==> config.mk <==
export PLATFORM = sky130hd
export DESIGN_NAME = countdown_timer
export DESIGN_NICKNAME = d
export VERILOG_FILES = /design/src/rtl/countdown_timer_pkg.sv /design/src/rtl/countdown_timer_sec_prescaler.sv /design/src/rtl/countdown_timer.sv
export SDC_FILE = /design/constraint.sdc
export NUM_CORES = 1
export LEC_CHECK = 0
export CELL_PAD_IN_SITES_DETAIL_PLACEMENT = 1
export CELL_PAD_IN_SITES_GLOBAL_PLACEMENT = 1
export CORE_ASPECT_RATIO = 2
export CORE_MARGIN = 5
export CORE_UTILIZATION = 43
export CTS_CLUSTER_SIZE = 40
export DETAILED_ROUTE_END_ITERATION = 12
export PLACE_DENSITY_LB_ADDON = 0.25
export REMOVE_ABC_BUFFERS = 1
export SYNTH_ARGS = -nofsm -noshare
export SYNTH_HDL_FRONTEND = slang
export SYNTH_SLANG_ARGS = --single-unit
==> constraint.sdc <==
create_clock -name clk -period 3.8 [get_ports clk]
set_clock_uncertainty 0.15 [all_clocks]
set_input_delay 0.57 -clock clk [delete_from_list [all_inputs] [get_ports clk]]
set_output_delay 0.57 -clock clk [all_outputs]
set_load 0.05 [all_outputs]
==> src/rtl/countdown_timer_pkg.sv <==
`default_nettype none
// ============================================================================
// countdown_timer_pkg : shared state enum, BCD digit type and digit limits
// Revision 1.0 : initial release
// ============================================================================
package countdown_timer_pkg;

  typedef enum logic [1:0] {
    ST_IDLE    = 2'd0,
    ST_RUN     = 2'd1,
    ST_PAUSE   = 2'd2,
    ST_EXPIRED = 2'd3
  } state_t;

  typedef logic [3:0] bcd_t;

  localparam bcd_t SEC_TENS_MAX = 4'd5;
  localparam bcd_t MIN_TENS_MAX = 4'd5;

endpackage
`default_nettype wire

==> src/rtl/countdown_timer_sec_prescaler.sv <==
`default_nettype none
// ============================================================================
// sec_prescaler : divides clk into one-cycle second and half-second pulses
// Revision 1.0 : initial release
// ============================================================================
module sec_prescaler #(
  parameter int TICKS_PER_SEC = 50_000_000
) (
  input  logic clk,
  input  logic rst,
  input  logic enable,
  input  logic clear,
  output logic sec_tick,
  output logic half_tick
);

  localparam int            c_W    = $clog2(TICKS_PER_SEC);
  localparam logic [c_W-1:0] c_LAST = c_W'(TICKS_PER_SEC - 1);
  localparam logic [c_W-1:0] c_HALF = c_W'(TICKS_PER_SEC / 2 - 1);

  logic [c_W-1:0] r_cnt;

  always_ff @(posedge clk or posedge rst) begin
    if (rst) begin
      r_cnt <= '0;
    end else if (clear) begin
      r_cnt <= '0;
    end else if (enable) begin
      r_cnt <= (r_cnt == c_LAST) ? '0 : r_cnt + 1'b1;
    end
  end

  assign sec_tick  = enable && (r_cnt == c_LAST);
  assign half_tick = enable && ((r_cnt == c_LAST) || (r_cnt == c_HALF));

endmodule
`default_nettype wire

==> src/rtl/countdown_timer.sv <==
`default_nettype none
// ============================================================================
// countdown_timer : BCD MM:SS countdown with preset edit, pause and expiry flash
// Revision 1.0 : initial release
// ============================================================================
module countdown_timer
  import countdown_timer_pkg::*;
#(
  parameter int TICKS_PER_SEC = 50_000_000
) (
  input  logic       clk,
  input  logic       rst,
  input  logic       set_mode,
  input  logic       btn_min,
  input  logic       btn_sec,
  input  logic       btn_start,
  output logic [3:0] min_tens,
  output logic [3:0] min_ones,
  output logic [3:0] sec_tens,
  output logic [3:0] sec_ones,
  output logic       running,
  output logic       expired,
  output logic       flash
);

  // Two-digit BCD increment wrapping {tens_max,9} back to 00, no carry out.
  function automatic logic [7:0] bcd_inc(input logic [7:0] v, input bcd_t tens_max);
    if (v[3:0] == 4'd9) begin
      if (v[7:4] == tens_max) return 8'h00;
      return {v[7:4] + 4'd1, 4'd0};
    end
    return {v[7:4], v[3:0] + 4'd1};
  endfunction

  function automatic logic [15:0] dec_time(input logic [15:0] t);
    bcd_t mt, mo, st, so;
    {mt, mo, st, so} = t;
    if (so != 4'd0) begin
      so = so - 4'd1;
    end else begin
      so = 4'd9;
      if (st != 4'd0) begin
        st = st - 4'd1;
      end else begin
        st = SEC_TENS_MAX;
        if (mo != 4'd0) begin
          mo = mo - 4'd1;
        end else begin
          mo = 4'd9;
          mt = mt - 4'd1;
        end
      end
    end
    return {mt, mo, st, so};
  endfunction

  state_t      r_state, w_state_nxt;
  logic [15:0] r_time, w_time_nxt;
  logic [15:0] r_preset, w_preset_nxt;
  logic [15:0] w_dec;
  logic        r_flash, w_flash_nxt;
  logic        r_running, r_expired;
  logic        w_zero, w_sec_tick, w_half_tick, w_enable, w_clear;

  assign w_zero   = (r_time == 16'h0000);
  assign w_enable = (r_state == ST_RUN) || (r_state == ST_EXPIRED);
  // Any state entry restarts the second, so pause/resume discards partial seconds.
  assign w_clear  = (w_state_nxt != r_state) || !w_enable;

  sec_prescaler #(
    .TICKS_PER_SEC (TICKS_PER_SEC)
  ) u_prescaler (
    .clk       (clk),
    .rst       (rst),
    .enable    (w_enable),
    .clear     (w_clear),
    .sec_tick  (w_sec_tick),
    .half_tick (w_half_tick)
  );

  always_ff @(posedge clk or posedge rst) begin
    if (rst) begin
      r_state   <= ST_IDLE;
      r_time    <= '0;
      r_preset  <= '0;
      r_flash   <= 1'b0;
      r_running <= 1'b0;
      r_expired <= 1'b0;
    end else begin
      r_state   <= w_state_nxt;
      r_time    <= w_time_nxt;
      r_preset  <= w_preset_nxt;
      r_flash   <= w_flash_nxt;
      r_running <= (w_state_nxt == ST_RUN);
      r_expired <= (w_state_nxt == ST_EXPIRED);
    end
  end

  always_comb begin
    w_state_nxt  = r_state;
    w_time_nxt   = r_time;
    w_preset_nxt = r_preset;
    w_flash_nxt  = 1'b0;
    w_dec        = dec_time(r_time);
    case (r_state)
      ST_IDLE, ST_PAUSE: begin
        if (btn_start) begin
          if (!w_zero) begin
            w_state_nxt = ST_RUN;
            if (r_state == ST_IDLE) w_preset_nxt = r_time;
          end
        end else if (set_mode) begin
          if (btn_min) w_time_nxt[15:8] = bcd_inc(r_time[15:8], MIN_TENS_MAX);
          if (btn_sec) w_time_nxt[7:0]  = bcd_inc(r_time[7:0], SEC_TENS_MAX);
        end
      end
      ST_RUN: begin
        if (btn_start) begin
          w_state_nxt = ST_PAUSE;
        end else if (w_sec_tick) begin
          w_time_nxt = w_dec;
          if (w_dec == 16'h0000) begin
            w_state_nxt = ST_EXPIRED;
            w_flash_nxt = 1'b1;
          end
        end
      end
      ST_EXPIRED: begin
        w_flash_nxt = r_flash;
        if (btn_start || btn_min || btn_sec) begin
          w_time_nxt  = r_preset;
          w_state_nxt = ST_IDLE;
          w_flash_nxt = 1'b0;
        end else if (w_half_tick) begin
          w_flash_nxt = ~r_flash;
        end
      end
      default: w_state_nxt = ST_IDLE;
    endcase
  end

  assign {min_tens, min_ones, sec_tens, sec_ones} = r_time;
  assign running = r_running;
  assign expired = r_expired;
  assign flash   = r_flash;

endmodule
`default_nettype wire

==> impl_results.md <==
- Status: finished, final reports clean
- Highest clock rate: 0.356 GHz
- Vias in the first global route: 3520
- Vias: 3238
- Compound-cell area share of the yosys netlist: 16.1%
- Synthesis-to-finish area growth: 17.4%
- Post-Synth Adder-Cell Area: 1.65%
- CP Data Arrival Time: 2.87 ns
- Cell area after synthesis: 0.00379 mm²
- Clk sink count: 63
- GR Overflow Total: 0
- Layout cell share with drive strength beyond 1: 13.2%
- H-tree levels: 3
- R2r worst-path depth: 6
- Die W: 76.4 µm
- Number of I/O port buffers: 24
- Source of the critical timing path: btn_start
- Max Root-Sink Buffers: 2
- CTS resizes: 0
- Setup Buffers After CTS: 0
- Top FF cell, synth: dfrtp_1
- Rel. slew slack: 33.2%
- Antenna cells: 0
- Setup TNS: 0 ns
- CP Data Required Time: 3.86 ns
- Power per Cell Area: 745 mW/mm²
- Post-synth EDFFs: 0
- Setup WS pre-CTS: 0.711 ns
- Worst-margin pin slew: 1.00 ns
- Mux cell area share after synthesis: 6.73%
- Final Hold Vio Count: 0
- Initial antenna violation count: 0
- Global-route usage over all layers: 20.8%
- Final Critical Period: 2.81 ns
- First-pass GRT wire length: 18100 µm
- Vias per inst: 6.08
- Commonest cells after routing, fill and taps aside: 63 x dfrtp_1, 49 x nor2_1, 25 x nand2_1, 25 x a21oi_1, 24 x clkdlybuf4s50_1
- Core Util, Final: 51.5%
- Hold/Removal Path Class: reg2reg
- CTS tree: yes
- Worst R2R End: r_preset[2]
- Leading cell type in the layout, fill and taps excluded: dfrtp_1
- Site row count: 48
- CP Class: in2reg
- Library cells used by synthesis: 61
- Synth Instances: 407
- Max stage delay on crit path: 0.64 ns
- Cell Chain, Critical Path: clkdlybuf4s50_1, inv_1, nand2_1, or4_1, a21oi_1, mux2_2
- Final WL: 10800 µm
- Final ANT Viol Nets: 0
- WP depth: 6
- Maxcap violations: 0
- Simple-Gate Fraction of Synth Area: 22.9%
- Largest net degree at the start of global routing: 48
- Max-slew violation count: 0
- Hold Buf Count CTS: 0
- Crit path max fanout: 9
- Setup WS post-layout: 0.993 ns
- Clock-pin slew on the worst setup and hold paths: 0.05 ns
- Die height: 143 µm
- Yosys warnings: 0
- RSZ-0062 raised after global routing: false
- Final net count: 440
- Xor/xnor cell area share of the yosys netlist: 6.93%
- Core region area: 0.00865 mm²
- First DRT Iteration DRCs: 185
- First-pass detailed-route iteration total: 5
- Leakage: 1.80 nW
- Delay-heaviest family, CP: simple AND/OR/NAND/NOR gates
- Peak VDD IR: 0.258 mV
- Worst R2R Setup Slack: 1.02 ns
- Setup violators final: 0
- CP endpoint kind: flip-flop
- Worst Path Buf+Inv: 2
- Wire per inst: 20.3 µm
- Final period utilization: 73.9%
- Die area: 0.0109 mm²
- Clock Tree Root: clkbuf_16
- Crit path to: r_time[3]
- Starting Density: 43.9%
- GP Congestion: 0.842
- Seq/Total Area, Yosys: 41.6%
- Slowest stage cell, crit path: or4_1
- Worst-Skew Late Latency: 0.33 ns
- R2R Path Start: r_time[5]
- Hold slack: 0.341 ns
- I/O pin cnt: 25
- Seq cells post-synth: 63
- Avg Cell Area, Syn: 9.32 µm²
- Total power: 3.32 mW
- Post-DP HPWL: 7700 µm
- Largest family of logic cells by synthesized area: simple AND/OR/NAND/NOR gates
- Worst setup SP type: primary input
- Post-synth ARST share: 100%
- DRC: 0
- Num CTS Buffers: 9
## cell usage after synthesis, types with 3 or more instances
| master | instances | area [µm²] |
|---|---|---|
| o31ai_1 | 3 | 22.5 |
| nor4b_1 | 3 | 26.3 |
| nand3_1 | 10 | 50.1 |
| xnor2_1 | 11 | 96.3 |
| xor2_1 | 19 | 166 |
| o211ai_1 | 4 | 30.0 |
| buf_6 | 3 | 33.8 |
| inv_1 | 9 | 33.8 |
| nand2_1 | 25 | 93.8 |
| o2bb2ai_1 | 7 | 61.3 |
| o221ai_1 | 3 | 26.3 |
| nor4bb_1 | 4 | 40.0 |
| nor4_1 | 7 | 43.8 |
| mux2_1 | 3 | 33.8 |
| a21oi_1 | 25 | 125 |
| nor3_1 | 12 | 60.1 |
| nand4_1 | 12 | 75.1 |
| dfrtp_1 | 63 | 1580 |
| a22o_1 | 5 | 43.8 |
| nand2b_1 | 3 | 18.8 |
| clkbuf_1 | 20 | 75.1 |
| and3_1 | 8 | 50.1 |
| buf_2 | 3 | 15.0 |
| o21ai_0 | 18 | 90.1 |
| mux2_2 | 17 | 191 |
| nor2b_1 | 6 | 37.5 |
| mux2i_1 | 3 | 30.0 |
| ha_1 | 5 | 62.6 |
| nor2_1 | 49 | 184 |
| and4_1 | 4 | 35.0 |
## how the worst min path moves through the flow
stage | slack, ns | endpoint | from | cells past startpoint
final | 0.34 | u_prescaler.r_cnt[0] | u_prescaler.r_cnt[0] | 1
after global routing | 0.37 | r_preset[5] | r_preset[5] | 1
after CTS | 0.35 | u_prescaler.r_cnt[0] | u_prescaler.r_cnt[0] | 1
after detailed placement | 0.34 | r_preset[4] | r_preset[4] | 1
after global placement | 0.32 | r_preset[4] | r_preset[4] | 1
after floorplan | 0.30 | u_prescaler.r_cnt[0] | u_prescaler.r_cnt[0] | 1
## final cells by class
type,instances,area [µm²]
Timing Repair Buffer,37,338
Tap cell,100,125
Clock inverter,4,70.1
Clock buffer,11,243
Inverter,9,33.8
Sequential cell,63,1580
Multi-Input combinational cell,309,2060
Fill cell,988,4200
## state kept, by name, indices dropped and copies added, names as in the netlist
name / count
r_state: 2
expired: 1
r_time: 16
r_preset: 16
flash: 1
running: 1
u_prescaler.r_cnt: 26
## worst register-to-register path, stage by stage, from the launching register on
cell and delay (ns):
dfrtp_1 0.58, nor4_1 0.13, buf_4 0.18, nand3_1 0.25, o211ai_2 0.16, nor2_2 0.79, mux2_2 0.43
## logic make-up (layout without fill, tap and decap cells)
logic type	count (synthesis)	after routing
buffers and inverters	35	61
muxes	23	23
xor gates and xnor gates	30	30
and+or+nand+nor	162	162
adders and majority gates	5	5
AOI/OAI and AO/OA	89	89
DFF	63	63
## routing by layer
layer  global-route usage (%)  vias up  wire length (µm)
met2                     39.2       62              6000
li1                         -     1528                 -
met5                        0        -                 0
met3                     4.04       32               301
met4                     11.2        0               429
met1                     21.1     1616              4080
## per-stage QoR
step,area (µm²),cells
after global placement,4140,518
after detailed placement,4140,518
after CTS,4450,533
after floorplan,3670,381
final,4450,533
after global routing,4450,533
## power by group
group | internal [mW] | total, mW | switching, mW
sequential | 0.810 | 1.06 | 0.253
clock | 0.586 | 0.874 | 0.289
combinational | 0.545 | 1.38 | 0.835
total | 1.94 | 3.32 | 1.38
Power figures use the tool's default switching activity.
